File: src/rtl/clk_period_meter.sv
// ---------------------------------------------------------------------------
// clk_period_meter
//
// Measures a slow periodic input against the system clock. For every pair of
// consecutive rising edges on sig_in it reports the full period and the high
// time (rising edge to falling edge), both in clk cycles. Measurement runs
// back-to-back while enabled. An input that produces no rising edge for
// TIMEOUT_CYC cycles raises a sticky stall flag.
//
// Ports:
//   clk        in   system clock, all logic on its rising edge
//   rst_n      in   synchronous active-low reset
//   enable     in   measurement enable; low forces IDLE
//   sig_in     in   asynchronous slow signal under measurement
//   period     out  last measured period (clk cycles)
//   high_time  out  high time belonging to the same period
//   meas_valid out  one-cycle pulse coincident with updated period/high_time
//   stalled    out  sticky: no rising edge within TIMEOUT_CYC cycles
//   busy       out  high while armed or measuring
// ---------------------------------------------------------------------------
module clk_period_meter #(
    parameter int CNT_W       = 24,
    parameter int TIMEOUT_CYC = 1000000
) (
    input  logic             clk,
    input  logic             rst_n,
    input  logic             enable,
    input  logic             sig_in,
    output logic [CNT_W-1:0] period,
    output logic [CNT_W-1:0] high_time,
    output logic             meas_valid,
    output logic             stalled,
    output logic             busy
);

    typedef enum logic [1:0] {
        IDLE    = 2'd0,
        ARM     = 2'd1,
        MEASURE = 2'd2
    } state_t;

    localparam logic [CNT_W-1:0] TO_LAST = CNT_W'(TIMEOUT_CYC - 1);
    localparam logic [CNT_W-1:0] ONE     = CNT_W'(1);

    state_t           state_q;
    logic             sync1_q, sync2_q, prev_q;
    logic [2:0]       fill_q;
    logic [CNT_W-1:0] cnt_q;
    logic [CNT_W-1:0] to_q;
    logic [CNT_W-1:0] hi_cap_q;
    logic             hi_seen_q;
    logic [CNT_W-1:0] period_q, high_time_q;
    logic             meas_valid_q, stalled_q;

    logic rise_det, fall_det;

    // Reset clears the synchronizer and edge register, so for three cycles
    // afterwards they hold zeros rather than real samples. fill_q marks when
    // both sync2_q and prev_q carry genuine input samples; without it a signal
    // that is high across reset would look like a fresh rising edge and arm
    // the meter mid-period.
    assign rise_det = fill_q[2] &  sync2_q & ~prev_q;
    assign fall_det = fill_q[2] & ~sync2_q &  prev_q;

    always_ff @(posedge clk) begin
        if (!rst_n) begin
            state_q      <= IDLE;
            sync1_q      <= 1'b0;
            sync2_q      <= 1'b0;
            prev_q       <= 1'b0;
            fill_q       <= 3'b000;
            cnt_q        <= '0;
            to_q         <= '0;
            hi_cap_q     <= '0;
            hi_seen_q    <= 1'b0;
            period_q     <= '0;
            high_time_q  <= '0;
            meas_valid_q <= 1'b0;
            stalled_q    <= 1'b0;
        end else begin
            sync1_q      <= sig_in;
            sync2_q      <= sync1_q;
            prev_q       <= sync2_q;
            fill_q       <= {fill_q[1:0], 1'b1};
            meas_valid_q <= 1'b0;

            if (!enable) begin
                // Drop any partial measurement; results and stall flag hold.
                state_q   <= IDLE;
                cnt_q     <= '0;
                to_q      <= '0;
                hi_seen_q <= 1'b0;
            end else begin
                case (state_q)
                    IDLE: begin
                        state_q <= ARM;
                        cnt_q   <= '0;
                        to_q    <= '0;
                    end

                    ARM: begin
                        if (rise_det) begin
                            state_q   <= MEASURE;
                            cnt_q     <= ONE;
                            hi_seen_q <= 1'b0;
                            to_q      <= '0;
                        end else if (to_q == TO_LAST) begin
                            stalled_q <= 1'b1;
                            to_q      <= '0;
                        end else begin
                            to_q <= to_q + ONE;
                        end
                    end

                    MEASURE: begin
                        // Rising edge is checked first so it beats a
                        // timeout landing in the same cycle.
                        if (rise_det) begin
                            period_q     <= cnt_q;
                            high_time_q  <= hi_seen_q ? hi_cap_q : cnt_q;
                            meas_valid_q <= 1'b1;
                            stalled_q    <= 1'b0;
                            cnt_q        <= ONE;
                            hi_seen_q    <= 1'b0;
                            to_q         <= '0;
                        end else if (to_q == TO_LAST) begin
                            stalled_q <= 1'b1;
                            state_q   <= ARM;
                            cnt_q     <= '0;
                            to_q      <= '0;
                            hi_seen_q <= 1'b0;
                        end else begin
                            cnt_q <= cnt_q + ONE;
                            to_q  <= to_q + ONE;
                            if (fall_det && !hi_seen_q) begin
                                hi_cap_q  <= cnt_q;
                                hi_seen_q <= 1'b1;
                            end
                        end
                    end

                    default: state_q <= IDLE;
                endcase
            end
        end
    end

    assign period     = period_q;
    assign high_time  = high_time_q;
    assign meas_valid = meas_valid_q;
    assign stalled    = stalled_q;
    assign busy       = (state_q != IDLE);

endmodule

File: config.mk
export PLATFORM = sky130hd
export DESIGN_NAME = clk_period_meter
export DESIGN_NICKNAME = d
export VERILOG_FILES = /design/src/rtl/clk_period_meter.sv
export SDC_FILE = /design/constraint.sdc
export NUM_CORES = 1
export LEC_CHECK = 0
export ABC_AREA = 1
export CAP_MARGIN = 20
export CORE_UTILIZATION = 60
export CTS_BUF_LIST = sky130_fd_sc_hd__clkbuf_8
export DETAILED_ROUTE_END_ITERATION = 12
export GPL_TIMING_DRIVEN = 0
export PLACE_DENSITY = 0.83
export SLEW_MARGIN = 20
export SYNTH_ARGS = -nofsm -noshare
export SYNTH_HDL_FRONTEND = slang
export SYNTH_SLANG_ARGS = --single-unit
File: constraint.sdc
create_clock -name clk -period 4.1 [get_ports clk]
set_input_delay 0.615 -clock clk [delete_from_list [all_inputs] [get_ports clk]]
set_output_delay 0.615 -clock clk [all_outputs]
set_load 0.01 [all_outputs]
==> flow_summary.json <==
{
  "status": "complete, no violations",
  "ys_types": 30,
  "cts.sinks": 131,
  "die_area_um2": 10600,
  "place_inst": 1096,
  "r2r_slack_ps": 1980,
  "stdcell_area_um2": 7180,
  "synthCells": 909,
  "syn-num-nets": 920,
  "rsz0062_at_grt": "no",
  "critPathLaunchType": "register",
  "slew_violations": 0,
  "async_reset_ff_share_pct": 0,
  "slowest_stage": "clkdlybuf4s50_1",
  "drv_cap": 0,
  "multiInputGateArea_um2": 2890,
  "grt_pass1_wl_um": 25000,
  "p_comb_share_pct": 3.9,
  "wirelength_um": 15600,
  "drc": 0,
  "seq_area_frac_synth_pct": 43.1,
  "diodes": 0,
  "core_area_um2": 9820,
  "io_pins": 55,
  "yosysWarningCount": 0,
  "critPathKind": "reg -> out",
  "fillers": 839,
  "dp_hpwl_um": 11000,
  "die_w_um": 103,
  "crit_top_cell": "inv_1",
  "min_period_over_period_pct": 57.2,
  "place_ws_ps": 1400,
  "yosys.area.top_type": "dfxtp_1",
  "synth_most_common_cell": "nand2_1",
  "root_buffer": "clkbuf_8",
  "grt_pass1_vias": 5282,
  "hp-class": "reg -> reg",
  "post_cts_resized": 0,
  "clk_path_buf_depth": 2,
  "grt_overflow": 0,
  "ys_top_cells_by_area": "dfxtp_1, nand2_1, nor2_1",
  "required_ps": 3480,
  "cpPeakStageDelay_ps": 530,
  "power.density_nw_per_um2": 339,
  "synth_area_um2": 6090,
  "fmax_mhz": 426,
  "grt_use_total_pct": 31.2,
  "fin_worst_skew_ps": 9.55,
  "firstDrtPassIters": 5,
  "cts_buffers": 17,
  "pwr-share-seq_pct": 52.7,
  "stdcell_count": 1128,
  "viasPerCell": 5.34,
  "cts_hold_buffers": 0,
  "synth_top_area_share_pct": 43.1,
  "grt_max_degree": 17,
  "hold_viol": 0,
  "rows": 36,
  "worst_slew_pin_slew_ps": 620,
  "synth_seq_cells": 131,
  "port_buffers": 54,
  "switching_share_pct": 23.3,
  "synthTopCellsByCount": "nand2_1, nor2_1, dfxtp_1",
  "antenna_found_initial": 0,
  "cp_max_fo": 4,
  "synth_area_per_cell_um2": 6.70,
  "maxSlewHeadroom_pct": 58.7,
  "die_h_um": 103,
  "worstSetupEndpointType": "primary output",
  "initial_core_util_pct": 62.0,
  "power.internal_uw": 1860,
  "final_nets": 993,
  "layout.area.seq_um2": 2620,
  "ys.flop_type": "dfxtp_1",
  "synth_edf_count": 0,
  "setup_slack_ps": 1750,
  "period_needed_ps": 2350,
  "routedWlPerCell_um": 13.9,
  "peakVddDrop_uv": 213,
  "dpl_cell_area_um2": 6800,
  "crit_chain": "inv_1 > ha_1 > inv_1 > clkdlybuf4s50_1",
  "switchingPower_uw": 566,
  "clkPwrFrac_pct": 43.4,
  "cp_num_buf_inv": 3,
  "setup_viol": 0,
  "drt_iter0_drc": 341,
  "worstPathArrival_ps": 1730,
  "setup_tns_ps": 0,
  "p_leak_uw": 0.00298,
  "drive_gt1_share_pct": 6.13,
  "htreeDepth": 4,
  "cts_tree": "done",
  "gp_congestion": 0.935,
  "detail-route-antenna-nets": 0,
  "final_util_pct": 73.1,
  "cts_setup_buffers": 0,
  "insertion_delay_ps": 450,
  "syn_to_final_growth_pct": 17.9,
  "clk_pin_slew_worst_paths_ps": 70,
  "vias": 6021,
  "crit_family": "buffers and inverters"
}
## kinds of logic (layout without fill, tap and decap cells)
logic type	Yosys count	in the layout	share of synthesized area, %
buffers and inverters	142	228	9.45
and+or+nand+nor	474	474	31.9
AOI/OAI and AO/OA	143	143	12.5
xor gates and xnor gates	12	12	1.73
adders and majority gates	7	7	1.44
DFF	131	131	43.1
## worst register-to-register path, cell delays in order (launching register included)
cell and delay [ps]:
dfxtp_1 380, inv_1 100, ha_1 380, nand2_1 90, inv_1 70, nand2_1 50, nor2_1 370, buf_2 350
nand3_1 130, a21oi_1 130
## path summary, 6_finish.rpt
kind,startpoint,to,cells after the start
min,sync1_q,sync2_q,2
min reg2reg,sync1_q,sync2_q,2
max reg2reg,state_q[0],to_q[20],9
max,state_q[0],busy,4
## state kept, by name (all words and copies together) (netlist names)
register	flops
state_q	2
stalled	1
cnt_q	24
sync2_q	1
hi_cap_q	24
to_q	24
meas_valid	1
hi_seen_q	1
period	24
prev_q	1
fill_q	3
sync1_q	1
high_time	24
## area by class of cell
type / count / area share, %
plain buffers: 42 / 2.79
inverters: 100 / 5.23
clock buffers: 19 / 3.64
flip-flops and latches: 131 / 36.5
well taps: 133 / 2.32
multi-input cells: 636 / 40.3
clock inverters: 13 / 1.67
repair buffers: 54 / 7.53
## power by group through the flow
stage | Sequential, µW | Combinational [µW] | Clock, µW
floorplan | 1310 | 61.7 | 0
global route | 1280 | 103 | 1120
CTS | 1280 | 92.4 | 1060
finish | 1280 | 94.5 | 1060
detailed placement | 1310 | 91.7 | 0
global placement | 1310 | 91.1 | 0
## layer usage
layer	up-vias	GRT usage [%]	part of all wire (%)
met5	-	0	0
met2	224	47.3	43
met1	2738	42.5	46
met3	38	6.64	8.1
li1	3021	-	-
met4	0	14.7	2.4
## per-stage QoR
step	power, µW	hold WS [ps]
floorplan	1370	390
global placement	1400	406
detailed placement	1400	401
CTS	2440	424
global route	2500	454
finish	2430	418
## placed cells by master, fill, tap and decap left out, drive strengths merged, types with 9 or more instances in the layout
cell type      Yosys  final
o21ai             66     66
a21oi             46     46
a31oi             27     27
inv              100    104
nand3             45     45
clkdlybuf4s50      0     54
clkbuf            19     38
nand4              9      9
xor2              11     11
buf               23     23
nor2             153    153
nand2            250    250
dfxtp            131    131
Note: power is estimated with default switching activity, not from simulation.
